`config.mk`:
```
export PLATFORM = sky130hd
export DESIGN_NAME = illegal_opcode_trap_flat
export DESIGN_NICKNAME = d
export VERILOG_FILES = /design/src/rtl/illegal_opcode_trap_pkg.sv /design/src/rtl/illegal_opcode_trap_if.sv /design/src/rtl/illegal_opcode_trap_sat_counter.sv /design/src/rtl/illegal_opcode_trap.sv /design/src/flat_wrapper.sv
export SDC_FILE = /design/constraint.sdc
export NUM_CORES = 1
export LEC_CHECK = 0
export ABC_AREA = 1
export CORE_MARGIN = 4
export CORE_UTILIZATION = 43
export CTS_CLUSTER_DIAMETER = 80
export DETAILED_ROUTE_END_ITERATION = 10
export HOLD_SLACK_MARGIN = 0.02
export PLACE_DENSITY = 0.79
export SYNTH_ARGS = -nofsm -noshare
export SYNTH_HDL_FRONTEND = slang
export SYNTH_SLANG_ARGS = --single-unit
```
`constraint.sdc`:
```
create_clock -name clk -period 1.4 [get_ports clk]
set_clock_uncertainty 0.05 [all_clocks]
set_input_delay 0.21 -clock clk [delete_from_list [all_inputs] [get_ports clk]]
set_output_delay 0.21 -clock clk [all_outputs]
set_load 0.02 [all_outputs]
```
`src/rtl/illegal_opcode_trap_pkg.sv`:
```
// Shared types and constants for the illegal-opcode trap sequencer.
package pla_trap_pkg;

  localparam int DEF_OPC_W = 10;

  typedef enum logic [1:0] {
    ST_IDLE,
    ST_FLUSH,
    ST_REQ,
    ST_HOLD
  } trap_state_t;

  localparam logic [1:0] CAUSE_NONE       = 2'b00;
  localparam logic [1:0] CAUSE_RSVD       = 2'b01;
  localparam logic [1:0] CAUSE_UNASSIGNED = 2'b10;

  // Top opcode bit marks the reserved encoding space.
  function automatic logic [1:0] cause_of(input logic opc_msb);
    return opc_msb ? CAUSE_RSVD : CAUSE_UNASSIGNED;
  endfunction

endpackage

```
`src/rtl/illegal_opcode_trap_if.sv`:
```
// Stage-1 / exception-controller signal bundle for the trap sequencer.
interface illegal_opcode_trap_if #(
  parameter int OPC_W = 10,
  parameter int CNT_W = 8
);
  logic             cpipe1_valid;
  logic [OPC_W-1:0] cpipe1_opc;
  logic             pillegalopc;
  logic             trap_ack;
  logic             pipe_stall;
  logic             pipe_flush;
  logic             trap_req;
  logic [OPC_W-1:0] trap_opc;
  logic [1:0]       trap_cause;
  logic [CNT_W-1:0] illegal_count;

  modport master (
    output cpipe1_valid, cpipe1_opc, pillegalopc, trap_ack,
    input  pipe_stall, pipe_flush, trap_req, trap_opc, trap_cause, illegal_count
  );

  modport slave (
    input  cpipe1_valid, cpipe1_opc, pillegalopc, trap_ack,
    output pipe_stall, pipe_flush, trap_req, trap_opc, trap_cause, illegal_count
  );
endinterface

```
`src/rtl/illegal_opcode_trap_sat_counter.sv`:
```
// Saturating up-counter with asynchronous active-low clear.
module sat_counter #(
  parameter int W = 8
) (
  input  logic         clk,
  input  logic         rst_n,
  input  logic         inc,
  output logic [W-1:0] count
);
  logic [W-1:0] count_q;

  always_ff @(posedge clk or negedge rst_n) begin
    if (!rst_n)                   count_q <= '0;
    else if (inc && count_q != '1) count_q <= count_q + 1'b1;
  end

  assign count = count_q;
endmodule

```
`src/rtl/illegal_opcode_trap.sv`:
```
// Trap sequencer: on an accepted illegal opcode, flush, request trap, hold off.
module illegal_opcode_trap
  import pla_trap_pkg::*;
#(
  parameter int OPC_W   = DEF_OPC_W,
  parameter int CNT_W   = 8,
  parameter int HOLDOFF = 2
) (
  input  logic                  clk,
  input  logic                  rst_n,
  illegal_opcode_trap_if.slave  bus
);
  localparam logic [3:0] HOLD_INIT = 4'(HOLDOFF > 0 ? HOLDOFF - 1 : 0);

  trap_state_t      state_q;
  logic             stall_q, flush_q, req_q;
  logic [OPC_W-1:0] opc_q;
  logic [1:0]       cause_q;
  logic [3:0]       hold_q;
  logic             accept;

  assign accept = (state_q == ST_IDLE) && bus.cpipe1_valid && bus.pillegalopc;

  always_ff @(posedge clk or negedge rst_n) begin
    if (!rst_n) begin
      state_q <= ST_IDLE;
      stall_q <= 1'b0;
      flush_q <= 1'b0;
      req_q   <= 1'b0;
      opc_q   <= '0;
      cause_q <= CAUSE_NONE;
      hold_q  <= '0;
    end else begin
      flush_q <= 1'b0;
      case (state_q)
        ST_IDLE: if (accept) begin
          state_q <= ST_FLUSH;
          flush_q <= 1'b1;
          stall_q <= 1'b1;
          opc_q   <= bus.cpipe1_opc;
          cause_q <= cause_of(bus.cpipe1_opc[OPC_W-1]);
        end
        ST_FLUSH: begin
          state_q <= ST_REQ;
          req_q   <= 1'b1;
        end
        ST_REQ: if (bus.trap_ack) begin
          req_q <= 1'b0;
          if (HOLDOFF == 0) begin
            state_q <= ST_IDLE;
            stall_q <= 1'b0;
          end else begin
            state_q <= ST_HOLD;
            hold_q  <= HOLD_INIT;
          end
        end
        ST_HOLD: begin
          if (hold_q == '0) begin
            state_q <= ST_IDLE;
            stall_q <= 1'b0;
          end else begin
            hold_q <= hold_q - 1'b1;
          end
        end
        default: state_q <= ST_IDLE;
      endcase
    end
  end

  sat_counter #(.W(CNT_W)) u_cnt (
    .clk   (clk),
    .rst_n (rst_n),
    .inc   (accept),
    .count (bus.illegal_count)
  );

  assign bus.pipe_stall = stall_q;
  assign bus.pipe_flush = flush_q;
  assign bus.trap_req   = req_q;
  assign bus.trap_opc   = opc_q;
  assign bus.trap_cause = cause_q;
endmodule
```
`src/flat_wrapper.sv`:
```
// flat-port wrapper written by rule: the top's interface ports become plain ports
module illegal_opcode_trap_flat import pla_trap_pkg::*;
#(
  parameter int OPC_W   = DEF_OPC_W,
  parameter int CNT_W   = 8,
  parameter int HOLDOFF = 2
)
  (clk, rst_n, bus_cpipe1_valid, bus_cpipe1_opc, bus_pillegalopc, bus_trap_ack, bus_pipe_stall, bus_pipe_flush, bus_trap_req, bus_trap_opc, bus_trap_cause, bus_illegal_count);
  illegal_opcode_trap_if #(.OPC_W(OPC_W), .CNT_W(CNT_W)) bus_i ();
  input  logic clk;
  input  logic rst_n;
  input wire logic [$bits(bus_i.cpipe1_valid)-1:0] bus_cpipe1_valid;
  input wire logic [$bits(bus_i.cpipe1_opc)-1:0] bus_cpipe1_opc;
  input wire logic [$bits(bus_i.pillegalopc)-1:0] bus_pillegalopc;
  input wire logic [$bits(bus_i.trap_ack)-1:0] bus_trap_ack;
  output wire logic [$bits(bus_i.pipe_stall)-1:0] bus_pipe_stall;
  output wire logic [$bits(bus_i.pipe_flush)-1:0] bus_pipe_flush;
  output wire logic [$bits(bus_i.trap_req)-1:0] bus_trap_req;
  output wire logic [$bits(bus_i.trap_opc)-1:0] bus_trap_opc;
  output wire logic [$bits(bus_i.trap_cause)-1:0] bus_trap_cause;
  output wire logic [$bits(bus_i.illegal_count)-1:0] bus_illegal_count;
  assign bus_i.cpipe1_valid = bus_cpipe1_valid;
  assign bus_i.cpipe1_opc = bus_cpipe1_opc;
  assign bus_i.pillegalopc = bus_pillegalopc;
  assign bus_i.trap_ack = bus_trap_ack;
  assign bus_pipe_stall = bus_i.pipe_stall;
  assign bus_pipe_flush = bus_i.pipe_flush;
  assign bus_trap_req = bus_i.trap_req;
  assign bus_trap_opc = bus_i.trap_opc;
  assign bus_trap_cause = bus_i.trap_cause;
  assign bus_illegal_count = bus_i.illegal_count;
  illegal_opcode_trap #(.OPC_W(OPC_W), .CNT_W(CNT_W), .HOLDOFF(HOLDOFF)) u_core (.clk(clk), .rst_n(rst_n), .bus(bus_i));
endmodule
```
==> results of run 1 <==
==> stage by stage <==
| step | power (mW) | std cells |
|---|---|---|
| floorplan | 2.57 | 178 |
| global placement | 3.40 | 271 |
| detailed placement | 3.46 | 271 |
| CTS | 3.64 | 275 |
| global route | 4.27 | 279 |
| finish | 3.89 | 279 |
==> cell type report <==
class / count / area, um^2
Clock buffer: 4 / 26.3
Fill cell: 280 / 1020
Inverter: 20 / 82.6
Multi-Input combinational cell: 128 / 753
Sequential cell: 28 / 703
Tap cell: 44 / 55.1
Timing Repair Buffer: 55 / 490
==> power breakdown <==
group / switching, mW / internal [mW]
registers: 0.218 / 1.13
logic: 1.23 / 0.977
clock network: 0.223 / 0.112
==> Yosys cell counts <==
library cell | instances | area share (%)
sky130_fd_sc_hd__or2_2 | 1 | 0.43
sky130_fd_sc_hd__nand2_8 | 1 | 1.4
sky130_fd_sc_hd__nand2_4 | 1 | 0.78
sky130_fd_sc_hd__buf_2 | 1 | 0.35
sky130_fd_sc_hd__buf_4 | 2 | 1.0
sky130_fd_sc_hd__nor2_1 | 7 | 1.8
sky130_fd_sc_hd__o21ai_0 | 4 | 1.4
sky130_fd_sc_hd__nand2_1 | 79 | 21
sky130_fd_sc_hd__ha_1 | 7 | 6.1
sky130_fd_sc_hd__xnor2_1 | 1 | 0.61
sky130_fd_sc_hd__nand3_1 | 10 | 3.5
sky130_fd_sc_hd__inv_4 | 1 | 0.43
sky130_fd_sc_hd__dfrtp_1 | 28 | 49
sky130_fd_sc_hd__o21ai_1 | 1 | 0.35
sky130_fd_sc_hd__nand4_1 | 7 | 3.0
sky130_fd_sc_hd__nor2_4 | 2 | 1.6
sky130_fd_sc_hd__xor2_1 | 3 | 1.8
sky130_fd_sc_hd__o21a_1 | 1 | 0.52
sky130_fd_sc_hd__inv_2 | 2 | 0.52
sky130_fd_sc_hd__nand2_2 | 2 | 0.87
sky130_fd_sc_hd__inv_1 | 17 | 4.4
==> worst min-delay path by stage <==
stage,depth (start not counted),to,slack [ns]
global route,2,u_core.u_cnt.count[2],0.16
global placement,2,u_core.hold_q[1],0.41
finish,2,u_core.u_cnt.count[2],0.16
detailed placement,2,u_core.hold_q[1],0.41
CTS,2,u_core.u_cnt.count[2],0.16
floorplan,0,u_core.bus.pipe_flush,-0.14
==> per-layer routing <==
layer	share of wire, %	vias up
met5	0	-
met4	1.2	0
met3	4.7	4
met1	41	591
li1	-	664
met2	53	27
==> logic make-up after synthesis <==
| logic type | count (synthesis) |
|---|---|
| AO/OA/AOI/OAI | 6 |
| XOR/XNOR | 4 |
| adder cells (fa/ha/maj) | 7 |
| buffers and inverters | 23 |
| flip-flops | 28 |
| AND/OR/NAND/NOR | 110 |
==> timing repair <==
action,4_1_cts,5_1_grt
gates cloned,0,1
resized for setup,26,34
pin swaps,0,9
endpoints found under the setup margin,43,31
endpoints found under the hold margin,0,0
buffers inserted,0,4
==> sequential cells by signal, summed over array words and instances (netlist names) <==
name and flops:
u_core.bus.trap_opc 9, u_core.u_cnt.count 8, u_core.hold_q 4, u_core.bus.trap_cause 2, u_core.state_q 2, u_core.bus.pipe_flush 1
u_core.bus.pipe_stall 1, u_core.bus.trap_req 1
==> impl_metrics.csv, run 1 <==
group,metric,value,unit
timing,worst_pin_slew,0.220,ns
timing,holdWs,0.164,ns
global_route,grt-ovfl-total,0,
hold_path,timing.hold.worst.class,"in -> async",
setup_path,worst-path-buf-inv,2,
synth,synth_compound_gate_area_share,2.25,%
timing,timing.setup.tns,0,ns
global_route,pin_count_of_the_biggest_net_entering_global_routing,29,
synth,postSynthCellCount,178,
synth,synth-adder-area-share,6.07,%
setup_path,worst-path-stages,6,
clocking,insertion_delay,0.33,ns
synth,mappedNetlistArea,1440,um^2
drt,dr_total_vias,1286,
final_layout,final_layout_size_suffix_gt1_share,23.0,%
setup_path,crit_arrival,1.54,ns
final_layout,finalCoreUtilization,67.5,%
setup_path,worst_setup_path_startpoint,"u_core.state_q[1]",
setup_path,worst_r2r_path_depth,6,
timing,number_of_failing_setup_endpoints_in_the_final_timing_report,0,
timing,fmax,736,MHz
global_route,use_met3,3.74,%
synth,synth.distinct_cells,21,
final_layout,layout-area-overhead-vs-synth,46.3,%
clocking,root_buffer,"sky130_fd_sc_hd__clkbuf_4",
synth,synth.area.mux_share,0,%
final_layout,commonest_cells_after_routing_fill_and_taps_aside,"sky130_fd_sc_hd__nand2_1 (76), sky130_fd_sc_hd__dfrtp_1 (26), sky130_fd_sc_hd__dlygate4sd2_1 (17)",
die,die_y,65.9,um
setup_path,cp-endpoint,"u_core.state_q[0]",
drt,firstDrtPassIters,4,
setup_path,path_class,"reg -> reg",
power_and_ir_drop,lkg_pwr,1.10,nW
setup_path,crit_path_start_kind,"register",
job,max-cap-violations,0,
drt,avgRoutedWirePerCell,10.7,um
synth,post_synth_xor_area_fraction,2.43,%
setup_path,worst_path_largest_cell_delay,0.45,ns
setup_path,critical_path.endpoint_type,"register",
setup_path,critical_path.reg2reg.startpoint,"u_core.state_q[1]",
setup_path,cp_cell_sequence,"inv_2 > ha_4 > buf_4 > or2_4 > nand4_1 > nand2_1",
final_layout,most_common_cell_after_layout_fill_and_taps_aside,"sky130_fd_sc_hd__nand2_1",
global_route,global_route_met1_utilization,17.1,%
setup_path,r2r_slack,0.04,ns
die,start_util,46.1,%
synth,synth.net_count,200,
placement,worst_slack_at_placement,-0.0341,ns
final_layout,final_net_count,258,
setup_path,slowest_stage,"sky130_fd_sc_hd__dfrtp_1",
placement,hpwlAfterDp,2210,um
timing,max_slew_margin,85.4,%
timing,least_setup_slack_across_all_paths_after_layout,0.0420,ns
global_route,grtUsageMet2,26.7,%
clocking,cts.sinks,28,
die,placement_rows,20,
drt,wirelength,2990,um
synth,synth-simple-area-share,33.9,%
clocking,clk_pin_slew,0.14,ns
global_route,grt_first_pass_wirelength,5060,um
synth,main_combinational_cell_family_by_area_after_synthesis,"simple AND/OR/NAND/NOR gates",
placement,placedInstanceArea,1970,um^2
clocking,number_of_clock_buffers_inserted_by_tritoncts,3,
setup_path,worstReg2RegEnd,"u_core.state_q[0]",
setup_path,cp_top_family,"flip-flops",
die,die_x,65.9,um
global_route,gr-usage-all-layers,14.8,%
timing,finalCriticalPeriod,1.36,ns
final_layout,layout.cell_area.non_filler,2110,um^2
global_route,antenna_found_initial,0,
setup_path,critical_path_peak_fanout,3,
die,fp.coreArea,3130,um^2
die,die_area,4350,um^2
drt,drc_errors,0,
clocking,ctsHtreeMaxLevel,1,
die,ios,38,
power_and_ir_drop,power.density_cell_area,1840,nW/um^2
power_and_ir_drop,vdd_ir_drop_max,1.10,mV
clocking,cts_hold_repair.buffers,0,
placement,gp_congestion,0.788,
timing,final_min_period_over_clock_period,97.0,%
setup_path,data_required_critical_path,1.58,ns
drt,drt_first_iter_violations,60,
clocking,cts_buffer_depth,2,
final_layout,antennaDiodeCount,0,
timing,timing.final.hold_violations,0,
run_status,run_status,"finished clean",
drt,final_antenna_net_count,0,
synth,ys_ff_latch,28,
clocking,tritoncts_clock_tree,"built",
synth,yosys_warnings,0,
timing,slew_viols_final,0,
global_route,first_global_vias,1231,
synth,postSynthAreaPerCell,8.10,um^2
drt,via_per_inst,4.61,
synth,yosysSeqAreaShare,48.6,%
global_route,busiest_layer,"met2",
placement,io_buffer_count,37,
Note: power is estimated with default switching activity, not from simulation.
==> inputs of run 2 (changes only) <==
--- a/config.mk
+++ b/config.mk
@@ -12,6 +12,7 @@
 export DETAILED_ROUTE_END_ITERATION = 10
 export HOLD_SLACK_MARGIN = 0.02
 export PLACE_DENSITY = 0.79
+export REMOVE_ABC_BUFFERS = 1
 export SYNTH_ARGS = -nofsm -noshare
 export SYNTH_HDL_FRONTEND = slang
 export SYNTH_SLANG_ARGS = --single-unit
==> run 2 against run 1 <==
First-iteration DRC count is 12% higher. Worst hold slack worse by 0.0092 ns. Clock-buffer cell count stayed put. Core utilization is 1.8 points lower. Critical endpoint is now bus_illegal_count[1]. Highest routed layer unchanged.
==> impl_metrics.csv, run 2 (synthesis gave the netlist of run 1 again) <==
group,metric,value,unit
run_status,run_status,"finished clean",
clocking,cts_buffer_depth,2,
timing,holdWs,0.155,ns
global_route,gr-usage-all-layers,15.1,%
drt,firstDrtPassIters,4,
power_and_ir_drop,cell_internal_pwr,2.18,mW
placement,placedInstanceArea,1940,um^2
timing,worst_pin_slew,0.226,ns
timing,slew_viols_final,0,
timing,max_slew_margin,85.0,%
setup_path,worst_setup_path_startpoint,"u_core.u_cnt.count[1]",
die,ios,38,
power_and_ir_drop,vdd_ir_drop_max,0.824,mV
die,fp.coreArea,3130,um^2
final_layout,final_layout_size_suffix_gt1_share,19.7,%
die,placement_rows,20,
placement,io_buffer_count,37,
setup_path,crit_path_start_kind,"register",
timing,setup_repair_after_global_routing_missed_its_margin,"yes",
clocking,insertion_delay,0.33,ns
timing,number_of_failing_setup_endpoints_in_the_final_timing_report,0,
hold_path,timing.hold.worst.class,"in -> async",
clocking,root_buffer,"sky130_fd_sc_hd__clkbuf_4",
setup_path,worst_r2r_path_depth,8,
setup_path,cp_top_family,"flip-flops",
global_route,grt-ovfl-total,0,
setup_path,data_required_critical_path,1.14,ns
final_layout,most_common_cell_after_layout_fill_and_taps_aside,"sky130_fd_sc_hd__nand2_1",
placement,hpwlAfterDp,2290,um
power_and_ir_drop,comb_power_share,55.0,%
power_and_ir_drop,power.density_cell_area,1890,nW/um^2
global_route,antenna_found_initial,0,
drt,via_per_inst,4.70,
final_layout,finish.cell_count_without_fillers,273,
setup_path,cp-endpoint,"bus_illegal_count[1]",
placement,worst_slack_at_placement,-0.0589,ns
drt,drt_first_iter_violations,67,
final_layout,finalCoreUtilization,65.7,%
power_and_ir_drop,fin_total_pwr,3.88,mW
job,max-cap-violations,0,
clocking,cts.sinks,28,
drt,final_antenna_net_count,0,
timing,fmax,731,MHz
setup_path,worst-path-stages,1,
setup_path,r2r_slack,0.05,ns
placement,numPlacedInstances,267,
clocking,cts_hold_repair.buffers,0,
setup_path,critical_path.endpoint_type,"output port",
final_layout,final_net_count,252,
final_layout,layout-area-overhead-vs-synth,42.5,%
drt,drc_errors,0,
clocking,ctsHtreeMaxLevel,1,
global_route,pin_count_of_the_biggest_net_entering_global_routing,29,
setup_path,crit_arrival,1.11,ns
timing,final_min_period_over_clock_period,97.6,%
setup_path,worst_path_largest_cell_delay,0.48,ns
final_layout,layout.cell_area.non_filler,2060,um^2
placement,gp_congestion,0.832,
final_layout,antennaDiodeCount,0,
timing,least_setup_slack_across_all_paths_after_layout,0.0329,ns
setup_path,worst-path-buf-inv,1,
global_route,grt_first_pass_wirelength,5120,um
setup_path,worstReg2RegEnd,"u_core.state_q[1]",
die,die_y,65.9,um
final_layout,fillCellCount,258,
drt,wirelength,3200,um
setup_path,critical_path.reg2reg.startpoint,"u_core.state_q[1]",
final_layout,commonest_cells_after_routing_fill_and_taps_aside,"sky130_fd_sc_hd__nand2_1 (77), sky130_fd_sc_hd__dfrtp_1 (26), sky130_fd_sc_hd__dlygate4sd2_1 (20)",
timing,finalCriticalPeriod,1.37,ns
timing,timing.final.hold_violations,0,
final_layout,largest_reg_flops,9,
die,die_x,65.9,um
die,die_area,4350,um^2
power_and_ir_drop,lkg_pwr,1.08,nW
global_route,first_global_vias,1167,
clocking,number_of_clock_buffers_inserted_by_tritoncts,3,
power_and_ir_drop,switchingPower,1.71,mW
setup_path,critical_path_peak_fanout,5,
setup_path,slowest_stage,"sky130_fd_sc_hd__dfrtp_2",
setup_path,cp_cell_sequence,"clkdlybuf4s15_1",
setup_path,path_class,"reg -> out",
clocking,clk_pin_slew,0.15,ns
drt,avgRoutedWirePerCell,11.7,um
power_and_ir_drop,power.share.clock,10.5,%
power_and_ir_drop,switching_share,44.0,%
timing,timing.setup.tns,0,ns
power_and_ir_drop,pwr-share-seq,34.5,%
die,start_util,46.1,%
clocking,tritoncts_clock_tree,"built",
drt,dr_total_vias,1283,
[run 2: cell types whose count changed in the layout (fill, tap and decap cells not counted), moves of 2 or more]
cell and change:
sky130_fd_sc_hd__ha_4 -2, sky130_fd_sc_hd__ha_1 +2, sky130_fd_sc_hd__dlygate4sd2_1 +3, sky130_fd_sc_hd__nand2_2 -2, sky130_fd_sc_hd__clkdlybuf4s15_1 -3, sky130_fd_sc_hd__buf_4 -7
[run 2: timing repair]
action                                 in CTS  in global routing
endpoints found under the hold margin       0                  0
gates resized for setup                    30                 24
gates cloned                                0                  1
setup endpoints to repair                  43                 28
buffers inserted                            1                  0
pin swaps                                   0                  7
[run 2: how the worst min path moves through the flow]
| stage | from | end | cells past startpoint |
|---|---|---|---|
| after floorplan | rst_n | u_core.bus.pipe_flush | 0 |
| after global placement | u_core.hold_q[1] | u_core.hold_q[1] | 2 |
| after detailed placement | u_core.hold_q[1] | u_core.hold_q[1] | 2 |
| after CTS | rst_n | u_core.bus.trap_req | 2 |
| after global routing | rst_n | u_core.u_cnt.count[2] | 2 |
| final | rst_n | u_core.hold_q[1] | 2 |
[run 2: per-layer routing]
layer	GRT usage, %	share of wire, %
met4	5.96	1.4
met1	20.0	48
met2	24.5	44
met5	0	0
met3	2.38	6.4
[run 2: power by group through the flow]
stage	Combinational [mW]	Sequential [mW]	Clock [mW]
3_3_place_gp	2.01	1.34	0
2_1_floorplan	0.894	1.64	0
4_1_cts	1.98	1.32	0.413
3_5_place_dp	2.07	1.35	0
5_1_grt	2.37	1.39	0.433
6_report	2.14	1.34	0.407
[run 2: layout make-up]
type                       instances  area [um^2]  area share (%)
multi-input combinational        128          733            35.7
tap                               44         55.1            2.68
sequential                        28          703            34.2
inverter                          20         82.6            4.02
timing repair buffer              49          445            21.7
clock buffer                       4         36.3            1.77
